--- src/rtl/run_detect_arbiter_pkg.sv ---
// Shared encodings for the run-of-three arbiter: top FSM states, detector
// run states and the found/not-found flag values.
package run_detect_arbiter_pkg;

  typedef enum logic [1:0] {
    IDLE = 2'b00,
    SCAN = 2'b01,
    DONE = 2'b10
  } arb_state_t;

  localparam logic FOUND    = 1'b1;
  localparam logic NOTFOUND = 1'b0;

  typedef enum logic [2:0] {
    D_START = 3'd0,
    D_ID1   = 3'd1,
    D_ID11  = 3'd2,
    D_ID0   = 3'd3,
    D_ID00  = 3'd4
  } run_state_t;

  function automatic logic [1:0] onehot_id(input logic id);
    return id ? 2'b10 : 2'b01;
  endfunction

endpackage

--- src/rtl/run_detect_arbiter_if.sv ---
// Request/grant and result bus between the two requesters/datapath and the
// shared run detector.
interface run_detect_arbiter_if #(
  parameter int WIDTH = 8,
  parameter int CNT_W = 4,
  parameter int POS_W = 3
);
  logic [1:0]       req;
  logic [WIDTH-1:0] data0;
  logic [WIDTH-1:0] data1;
  logic [1:0]       gnt;
  logic             busy;
  logic             done;
  logic             done_id;
  logic             found;
  logic [CNT_W-1:0] match_count;
  logic [POS_W-1:0] first_pos;

  modport master (
    output req, data0, data1,
    input  gnt, busy, done, done_id, found, match_count, first_pos
  );

  modport slave (
    input  req, data0, data1,
    output gnt, busy, done, done_id, found, match_count, first_pos
  );
endinterface

--- src/rtl/run_detect_arbiter_run3_detector.sv ---
// Serial detector for three equal consecutive bits (111 or 000); a match
// consumes the run so matches never overlap.
module run3_detector
  import run_detect_arbiter_pkg::*;
(
  input  logic clk,
  input  logic reset,
  input  logic clear,
  input  logic valid,
  input  logic bit_in,
  output logic match
);

  run_state_t rs, rs_nxt;

  always_ff @(posedge clk or posedge reset) begin
    if (reset) rs <= D_START;
    else       rs <= rs_nxt;
  end

  always_comb begin
    rs_nxt = rs;
    match  = 1'b0;
    if (clear) begin
      rs_nxt = D_START;
    end else if (valid) begin
      case (rs)
        D_START: rs_nxt = bit_in ? D_ID1 : D_ID0;
        D_ID1:   rs_nxt = bit_in ? D_ID11 : D_ID0;
        D_ID0:   rs_nxt = bit_in ? D_ID1 : D_ID00;
        D_ID11: begin
          if (bit_in) begin
            match  = 1'b1;
            rs_nxt = D_START;
          end else begin
            rs_nxt = D_ID0;
          end
        end
        D_ID00: begin
          if (!bit_in) begin
            match  = 1'b1;
            rs_nxt = D_START;
          end else begin
            rs_nxt = D_ID1;
          end
        end
        default: rs_nxt = D_START;
      endcase
    end
  end

endmodule

--- src/rtl/run_detect_arbiter.sv ---
// Round-robin arbiter sharing one run3_detector between two requesters;
// scans the granted word MSB-first and publishes per-word match statistics.
module run_detect_arbiter
  import run_detect_arbiter_pkg::*;
#(
  parameter int WIDTH = 8,
  parameter int CNT_W = 4,
  parameter int POS_W = 3
) (
  input logic              clk,
  input logic              reset,
  run_detect_arbiter_if.slave bus
);

  localparam logic [POS_W-1:0] KMAX = POS_W'(WIDTH - 1);

  arb_state_t       state, state_nxt;
  logic             last;
  logic             cur_id;
  logic [WIDTH-1:0] sr;
  logic [POS_W-1:0] k;
  logic [CNT_W-1:0] cnt, cnt_nxt;
  logic [POS_W-1:0] fpos, fpos_nxt;
  logic             seen, seen_nxt;
  logic             accept;
  logic             win_id;
  logic [1:0]       gnt_c;
  logic             match;

  always_ff @(posedge clk or posedge reset) begin
    if (reset) state <= IDLE;
    else       state <= state_nxt;
  end

  // gnt is gated by reset so an asserted reset can never show a grant
  always_comb begin
    state_nxt = state;
    accept    = 1'b0;
    win_id    = 1'b0;
    gnt_c     = 2'b00;
    case (state)
      IDLE: begin
        if (bus.req != 2'b00 && !reset) begin
          accept    = 1'b1;
          win_id    = (bus.req == 2'b10) || (bus.req == 2'b11 && !last);
          gnt_c     = onehot_id(win_id);
          state_nxt = SCAN;
        end
      end
      SCAN:    if (k == KMAX) state_nxt = DONE;
      DONE:    state_nxt = IDLE;
      default: state_nxt = IDLE;
    endcase
  end

  assign bus.gnt  = gnt_c;
  assign bus.busy = (state == SCAN);
  assign bus.done = (state == DONE);

  run3_detector u_det (
    .clk    (clk),
    .reset  (reset),
    .clear  (state == IDLE),
    .valid  (state == SCAN),
    .bit_in (sr[WIDTH-1]),
    .match  (match)
  );

  always_comb begin
    cnt_nxt  = cnt;
    fpos_nxt = fpos;
    seen_nxt = seen | match;
    if (match && cnt != {CNT_W{1'b1}}) cnt_nxt = cnt + CNT_W'(1);
    if (match && !seen)                fpos_nxt = k;
  end

  // Results are taken from the *_nxt values so the final bit's match counts
  always_ff @(posedge clk or posedge reset) begin
    if (reset) begin
      last            <= 1'b1;
      cur_id          <= 1'b0;
      sr              <= '0;
      k               <= '0;
      cnt             <= '0;
      fpos            <= '0;
      seen            <= 1'b0;
      bus.done_id     <= 1'b0;
      bus.found       <= NOTFOUND;
      bus.match_count <= '0;
      bus.first_pos   <= '0;
    end else begin
      case (state)
        IDLE: begin
          if (accept) begin
            last   <= win_id;
            cur_id <= win_id;
            sr     <= win_id ? bus.data1 : bus.data0;
            k      <= '0;
            cnt    <= '0;
            fpos   <= '0;
            seen   <= 1'b0;
          end
        end
        SCAN: begin
          sr   <= {sr[WIDTH-2:0], 1'b0};
          k    <= k + POS_W'(1);
          cnt  <= cnt_nxt;
          fpos <= fpos_nxt;
          seen <= seen_nxt;
          if (k == KMAX) begin
            bus.done_id     <= cur_id;
            bus.found       <= seen_nxt ? FOUND : NOTFOUND;
            bus.match_count <= cnt_nxt;
            bus.first_pos   <= fpos_nxt;
          end
        end
        default: ;
      endcase
    end
  end

endmodule

--- src/flat_wrapper.sv ---
// flat-port wrapper written by rule: the top's interface ports become plain ports
module run_detect_arbiter_flat import run_detect_arbiter_pkg::*;
#(
  parameter int WIDTH = 8,
  parameter int CNT_W = 4,
  parameter int POS_W = 3
)
  (clk, reset, bus_req, bus_data0, bus_data1, bus_gnt, bus_busy, bus_done, bus_done_id, bus_found, bus_match_count, bus_first_pos);
  run_detect_arbiter_if #(.WIDTH(WIDTH), .CNT_W(CNT_W), .POS_W(POS_W)) bus_i ();
  input logic clk;
  input logic reset;
  input wire logic [$bits(bus_i.req)-1:0] bus_req;
  input wire logic [$bits(bus_i.data0)-1:0] bus_data0;
  input wire logic [$bits(bus_i.data1)-1:0] bus_data1;
  output wire logic [$bits(bus_i.gnt)-1:0] bus_gnt;
  output wire logic [$bits(bus_i.busy)-1:0] bus_busy;
  output wire logic [$bits(bus_i.done)-1:0] bus_done;
  output wire logic [$bits(bus_i.done_id)-1:0] bus_done_id;
  output wire logic [$bits(bus_i.found)-1:0] bus_found;
  output wire logic [$bits(bus_i.match_count)-1:0] bus_match_count;
  output wire logic [$bits(bus_i.first_pos)-1:0] bus_first_pos;
  assign bus_i.req = bus_req;
  assign bus_i.data0 = bus_data0;
  assign bus_i.data1 = bus_data1;
  assign bus_gnt = bus_i.gnt;
  assign bus_busy = bus_i.busy;
  assign bus_done = bus_i.done;
  assign bus_done_id = bus_i.done_id;
  assign bus_found = bus_i.found;
  assign bus_match_count = bus_i.match_count;
  assign bus_first_pos = bus_i.first_pos;
  run_detect_arbiter #(.WIDTH(WIDTH), .CNT_W(CNT_W), .POS_W(POS_W)) u_core (.clk(clk), .reset(reset), .bus(bus_i));
endmodule
--- config.mk ---
export PLATFORM = sky130hd
export DESIGN_NAME = run_detect_arbiter_flat
export DESIGN_NICKNAME = d
export VERILOG_FILES = /design/src/rtl/run_detect_arbiter_pkg.sv /design/src/rtl/run_detect_arbiter_if.sv /design/src/rtl/run_detect_arbiter_run3_detector.sv /design/src/rtl/run_detect_arbiter.sv /design/src/flat_wrapper.sv
export SDC_FILE = /design/constraint.sdc
export NUM_CORES = 1
export LEC_CHECK = 0
export CORE_ASPECT_RATIO = 1.1
export CORE_MARGIN = 1
export CORE_UTILIZATION = 40
export DETAILED_ROUTE_END_ITERATION = 7
export GPL_TIMING_DRIVEN = 0
export PLACE_DENSITY_LB_ADDON = 0.2
export SYNTH_ARGS = -nofsm -noshare
export SYNTH_HDL_FRONTEND = slang
export SYNTH_SLANG_ARGS = --single-unit
--- constraint.sdc ---
create_clock -name clk -period 2.5 [get_ports clk]
set_input_delay 0.5 -clock clk [delete_from_list [all_inputs] [get_ports clk]]
set_output_delay 0.5 -clock clk [all_outputs]
set_load 0.02 [all_outputs]
==> summary by stage, run 1 <==
Synthesis
The most used flip-flop cell after synthesis is dfrtp_1. Among all cell types in the netlist, the one instantiated most often is nand2_1. After synthesis, the cell types taking the most area are dfrtp_1, nand2_1, a222oi_1, a22o_1, nor2_1. Of all cell types, the one taking the most synthesized area is dfrtp_1. The combined area of all synthesized cells is between 0.0015 and 0.002 mm^2. For this run, the number of Yosys warnings is 0.

In this run, distinct cell masters in the synthesized netlist total 42. The proportion of synthesized chip area in sequential cells is between 50 and 60%. In the synthesized netlist the async set-or-reset flop fraction comes to 100%. The average instance in the mapped netlist occupies roughly 9.9 um^2. The gate count after technology mapping is 171. Counting instances in the post-synthesis netlist gives the leading cell types as nand2_1, dfrtp_1, nor2_1.

The synthesized design contains 0 enable-type register cells. The synthesized design contains 35 register bits. The number of nets in the synthesized netlist is 194. The top-area cell type share of the netlist area is between 50 and 60%.

Global routing
For this run, the total global-route usage over all layers was measured as between 10% and 20%. The first global-routing pass estimated ~6600 um of wire. Summed over all layers, the global routing overflow is 0. The number of antenna violations at the first check in global routing is 0. The via count of the first global-routing pass was about 1400. The maximum number of pins on one net before global-route repair is 36.

Routing
The detailed-routing iteration count for the pre-antenna-repair pass is 4. The via count is 1446. The starting DRC count in detailed routing is 119. Summed over all layers, the routed wires come to just under 4000 um. Dividing the detail-routed wire length by the instance count gives approximately 15 um. For this run, design rule violations remaining after detail routing come to 0. The residual antenna-violating net count after detailed routing is 0. The via density per instance is about 5.5.

Placed design
The placer's final routability congestion estimate is about 0.88. The post-detailed-placement half-perimeter wirelength is 2760 um. The count of port buffers added during placement is 32. The number of placed instances with taps included is 255.

Clock tree
CTS built an H-tree with a depth of 2. The deepest clock path buffer count is 2. The clock sink count is 35.

After clock tree synthesis, the clock-pin slew on the worst setup and hold paths is ~0.070 ns. For the worst-skew pair, the clock arrives at the later sink with an insertion delay of roughly 0.28 ns. TritonCTS created 5 clock buffers.

The quantity of hold-fixing buffers added after cts is 0. TritonCTS built the clock tree. The tree is rooted in a clkbuf_8.

Final layout
At the end of the flow the core is filled with cells to a little under three fifths. The area growth from synthesis to final layout is 30.9%. For this run, the post-layout net count is roughly 230. Excluding fillers, the count of instances in the completed layout stands at 262. The number of diodes is 0. The share of cells above drive strength 1 is approximately an eighth.

The number of filler instances in the final layout is 378.

Worst hold path
The classification of the worst-slack hold path is reg -> reg. The cell count of the worst hold path is 2.

Setup path
In this run the worst path has a maximum fanout of 11. STA classifies the critical path startpoint as an input pin. STA classifies the critical path endpoint as a primary output. STA puts the critical path data required time at roughly 2 ns. The arrival time at the worst endpoint is 1.89 ns. The worst reg2reg path depth is 8. The critical path is of the in -> out type.

Floorplanning
The horizontal die dimension is between 60 and 70 um. The number of core rows is 24. The starting density of the core is between 40% and 50%. After floorplanning, the core was sized to cover between 0.004 and 0.005 mm^2. For this design the top-level I/O count stands at 33. The die covers about 0.0045 mm^2. The die is about 70 um tall.

Power
VDD sags by at most around 400 uV. The total power divided by cell area is roughly 1200 mW/mm^2. For this design the static power due to leakage is 0.967 nW.

Run status
The run finished with clean final reports.

Flow run
The tool flagged a number of max-cap violations equal to 0.

Timing
For this run, the top clock speed supported by timing is between 0.4 and 0.5 GHz. The final count of hold timing violations is 0. Setup repair after global routing left no endpoint under its margin.

Dividing the final minimum period by the clock period gives approximately 96%. For the pin with the worst max-slew slack, the measured transition is ~0.7 ns. The routed design could run at a clock period as short as roughly 2.4 ns. The clock skew after layout is between 0.005 and 0.006 ns. Measured against its own limit, the worst slew margin works out to between 50% and 60%. The number of setup violations in the final report is 0. The total count of max-transition violations in the final report is 0.
-- critical path: stages --
cell and delay [ns]:
clkdlybuf4s50_1 0.46, nor3_4 0.27, and3_4 0.30, dlygate4sd2_1 0.35
-- area by class of cell --
class                           instances  area (um^2)  area share, %
Sequential cell                        35          878           39.5
Multi-Input combinational cell        120          767           34.5
Timing Repair Buffer                   35          349           15.7
Clock buffer                            8          100           4.50
Tap cell                               52         65.1           2.92
Buffer                                  7         42.5           1.91
Inverter                                5         22.5           1.01
-- stage by stage --
step           cell area (um^2)  setup slack, ns  power [mW]  TNS [ns]  hold slack, ns
2_1_floorplan              1700            0.582        1.73         0           0.439
3_3_place_gp               2080           -0.668        2.06     -1.42           0.456
3_5_place_dp               2080           -0.662        2.12     -1.40           0.463
4_1_cts                    2200          0.00723        2.60         0           0.479
5_1_grt                    2220           0.0521        2.81         0           0.515
6_report                   2220            0.107        2.60         0           0.477
-- layer usage --
metal  global-route usage (%)  up-vias  part of all wire [%]
met4                     6.91        0                   1.6
met2                     33.0       44                    51
met1                     23.5      702                    43
met3                     5.23        9                   4.7
met5                        0        -                     0
li1                         -      691                     -
-- sequential cells by signal, indices dropped and copies added, names as in the netlist, 2 cells and up --
name                    cells
u_core.bus.first_pos        3
u_core.bus.match_count      4
u_core.cnt                  4
u_core.fpos                 3
u_core.k                    3
u_core.sr                   8
u_core.state                2
u_core.u_det.rs             3
-- report_power, final --
group / switching, mW / internal [mW]
clock network: 0.195 / 0.251
registers: 0.191 / 0.813
logic: 0.621 / 0.525
total: 1.01 / 1.59
-- layout by cell type, fill, tap and decap left out, drive strengths merged, types with 4 or more instances in the layout --
master and instances:
nand2 35, dfrtp 34, clkdlybuf4s50 30, nor2 12
clkbuf 12, o21ai 10, a222oi 7, buf 7
a22o 6, a21oi 5, mux2i 4, nor3 4
and3 4
-- logic make-up (layout without fill, tap and decap cells) --
group	count (synthesis)	after routing	share of synthesized area [%]
buf+inv	16	55	4.49
simple gates	70	70	19.5
fa+ha+maj	3	3	2.21
mux	4	4	2.36
compound gates	42	42	19.3
flops	35	35	51.6
xor+xnor	1	1	0.516
-- final timing paths --
kind	slack [ns]	endpoint	startpoint
worst max-delay path	0.11	bus_gnt[0]	reset
worst min-delay path	0.48	u_core.sr[0]$_DFFE_PP0P_	u_core.sr[0]$_DFFE_PP0P_
worst max register to register	0.31	u_core.cnt[1]$_DFFE_PP0P_	u_core.state[1]$_DFFE_PP0P_
worst min register to register	0.48	u_core.sr[0]$_DFFE_PP0P_	u_core.sr[0]$_DFFE_PP0P_
max in group asynchronous	1.47	u_core.last$_DFFE_PP1P_	reset
min in group asynchronous	0.54	u_core.u_det.rs[0]$_DFFE_PP0P_	reset
-- what timing repair did --
action	4_1_cts	5_1_grt
pin swaps	2	1
resized for setup	10	2
endpoints found under the setup margin	3	2
setup buffers	1	1
endpoints found under the hold margin	0	0
gates cloned	0	0
Note: power is estimated with default switching activity, not from simulation.
==> run 2, diff against run 1 <==
--- a/config.mk
+++ b/config.mk
@@ -10,7 +10,7 @@
 export CORE_UTILIZATION = 40
 export DETAILED_ROUTE_END_ITERATION = 7
 export GPL_TIMING_DRIVEN = 0
-export PLACE_DENSITY_LB_ADDON = 0.2
+export PLACE_DENSITY = 0.66
 export SYNTH_ARGS = -nofsm -noshare
 export SYNTH_HDL_FRONTEND = slang
 export SYNTH_SLANG_ARGS = --single-unit
==> summary by stage, run 2 (same netlist as run 1, synthesis figures left out) <==
Run status
The flow ran to the end, and the final reports show no timing, DRC or antenna violations.

Clock tree
Counting the buffers created by CTS gives 5. In this run, post-CTS hold repair placed 0 buffers. CTS saw 35 sinks. The cell sitting at the root of the clock tree is a clkbuf_8. After clock tree synthesis, the clock-pin slew on the worst setup and hold paths is 0.07 ns. The H-tree was split into 2 levels. The deepest clock path buffer count is 2. TritonCTS built the clock tree.

The clock latency on the worst-skew pair is 0.29 ns.

Timing
The final count of hold timing violations is 0. The smallest clock period supported by the final layout is computed as around 2.4 ns. The number of setup violations in the final report is 0. Of the available clock period, the critical path in the final layout requires 97.7%. For this run, the top clock speed supported by timing is 0.410 GHz. The clock skew after layout is 0.00778 ns. The worst slack on hold paths is approximately 0.48 ns. The transition time of the tightest slew-check pin is 0.714 ns.

The total count of max-transition violations in the final report is 0. Measured against its own limit, the worst slew margin works out to a little over half.

Final layout
Leaving out fill and tap cells, the most frequent cells in the layout are nand2_1, dfrtp_1, clkdlybuf4s50_1, nor2_1. Ranked by flip-flop count, first place goes to u_core.sr. Of the cells placed in the final design, the portion with a size suffix greater than 1 is between 10% and 20%.

The repair_antennas step left the layout with diodes totalling 0. At the end of the flow, the number of nets in the layout was ~230. The flip-flop count of the largest register after layout is 8. The largest registers in the layout are u_core.sr: 8 flops, u_core.bus.match_count: 4 flops, u_core.cnt: 4 flops. The most common cell after layout, fill and taps aside is nand2_1. The core occupancy in the finished layout is between 50% and 60%. The area growth from synthesis to layout is 28.9%.

Placed design
The HPWL after detailed placement is ~2600 um. In this run the tool buffered the top-level ports with 32 buffer cells. The placer's final routability congestion estimate is ~0.83.

Setup path
The type of the worst setup path is in -> out. The start of the worst register-to-register path is u_core.state[1]$_DFFE_PP0P_. In this run the worst path has a maximum fanout of 9. The arrival time at the worst endpoint is 1.94 ns.

The worst reg2reg path depth is 8. The type of origin of the critical path is an input pin. The kind of cell adding the most delay to the critical path is buffers and inverters. The kind of end point of the critical path is a primary output. The cell at the slowest stage of the critical path is clkdlybuf4s50_1. Setup slack on the worst reg-to-reg path comes out at ~0.29 ns.

Walking the worst path, the cells encountered are clkdlybuf4s50_1, nor3_4, and3_4, buf_4, clkdlybuf4s15_1. The worst endpoint required time is about 2 ns. For this run, the slowest stage of the critical path takes 0.48 ns. The capture point of the worst reg-to-reg path is u_core.cnt[1]$_DFFE_PP0P_. The sum of buffers and inverters on the critical path is 3.

Floorplanning
The area of the core region is between 0.004 and 0.005 mm^2. In this run the count of I/O pins placed on the die edge is 33. The area of the die is between 0.004 and 0.005 mm^2. The number of core rows is 24. The die is 64.1 um wide. The starting density of the core is ~42%. The floorplan step set the die height to roughly 70 um.

Worst hold path
The hold path endpoint is u_core.bus.done_id$_DFFE_PP0P_. The worst hold path passes through 2 cells. In this run the most critical hold path is launched from u_core.cur_id$_DFFE_PP0P_. In this run the worst hold path is classified as reg -> reg.

Routing
Using the TritonRoute via totals, the vias-per-cell ratio works out to 5.50. The detailed-route wire length is between 3000 and 4000 um. In the routed design, unresolved DRC markers number 0. The first routing iteration left 91 violations. The first detailed-routing pass took 7 iterations.

In this run the remaining antenna-violating nets after routing total 0. The via count is roughly 1400. Dividing the detail-routed wire length by the instance count gives between 10 and 15 um.

Power
The total power divided by cell area is about 1200 mW/mm^2. IR analysis of the VDD net gives a maximum drop of 445 uV. The leakage component of the power is roughly 0.95 nW.

Global routing
The total global routing track utilization is 18.3%. The residual overflow from global routing is 0. Entering global routing, the biggest net connects 36 pins. The via count of the first global-routing pass is about 1500.

The global-route wire length before repair is ~6400 um. The number of antenna violations at the first check in global routing was 0.

Flow run
The tool flagged a number of max-cap violations equal to 0.
==> run 2: cell types whose count changed in the layout (fill, tap and decap cells not counted) <==
cell             delta
clkbuf_8            -2
clkdlybuf4s15_1     +1
clkbuf_1            +1
buf_12              -1
clkinv_1            -1
clkinv_2            +1
clkbuf_2            -1
inv_2               +1
==> run 2: layout make-up <==
class / count / area (um^2)
Tap cell: 52 / 65.1
Sequential cell: 35 / 878
Inverter: 5 / 22.5
Fill cell: 370 / 1830
Clock inverter: 1 / 5.00
Buffer: 7 / 42.5
Multi-Input combinational cell: 120 / 767
Clock buffer: 7 / 76.3
Timing Repair Buffer: 34 / 334
==> run 2: power by group <==
group / internal (mW) / switching, mW / leakage [nW]
logic: 0.522 / 0.625 / 0.470
clock network: 0.195 / 0.198 / 0.0422
registers: 0.813 / 0.179 / 0.439
total: 1.53 / 1.00 / 0.951
==> run 2: routing by layer <==
metal / vias to the layer above / share of wire (%) / global-route usage, % / routed length, um
met3: 11 / 5.7 / 3.92 / 213
met5: - / 0 / 0 / 0
met2: 56 / 49 / 31.7 / 1840
li1: 687 / - / - / -
met1: 681 / 43 / 21.5 / 1620
met4: 0 / 2.4 / 8.40 / 91
==> run 2: stage by stage <==
step / cells / instance area (um^2) / TNS, ns / worst slack [ns] / total power, mW
after floorplan: 171 / 1700 / 0 / 0.582 / 1.73
after global placement: 255 / 2080 / -1.39 / -0.664 / 2.07
after detailed placement: 255 / 2080 / -1.41 / -0.670 / 2.11
after CTS: 260 / 2180 / 0 / 0.0757 / 2.54
after global routing: 261 / 2190 / -0.0105 / -0.0105 / 2.72
final: 261 / 2190 / 0 / 0.0580 / 2.53
==> run 2: tightest hold or removal path, stage by stage, from the launching register on <==
cell	delay, ns
dfrtp_1	0.35
nand2_1	0.05
nand2_1	0.05
==> run 2: how the worst max path moves through the flow <==
stage                                start          to  slack [ns]  depth (start not counted)
2_1_floorplan  u_core.state[1]$_DFFE_PP0P_  bus_gnt[1]        0.58                          5
3_3_place_gp                         reset  bus_gnt[0]       -0.66                          5
3_5_place_dp                         reset  bus_gnt[0]       -0.67                          5
4_1_cts        u_core.state[1]$_DFFE_PP0P_    bus_busy        0.08                          4
5_1_grt                              reset  bus_gnt[1]       -0.01                          5
6_report                             reset  bus_gnt[1]        0.06                          5
==> run 2: timing repair <==
item                                    CTS  global route
gates cloned                              0             0
pin swaps                                 0             1
buffers inserted                          1             1
resized for setup                         9             2
endpoints found under the setup margin    3             2
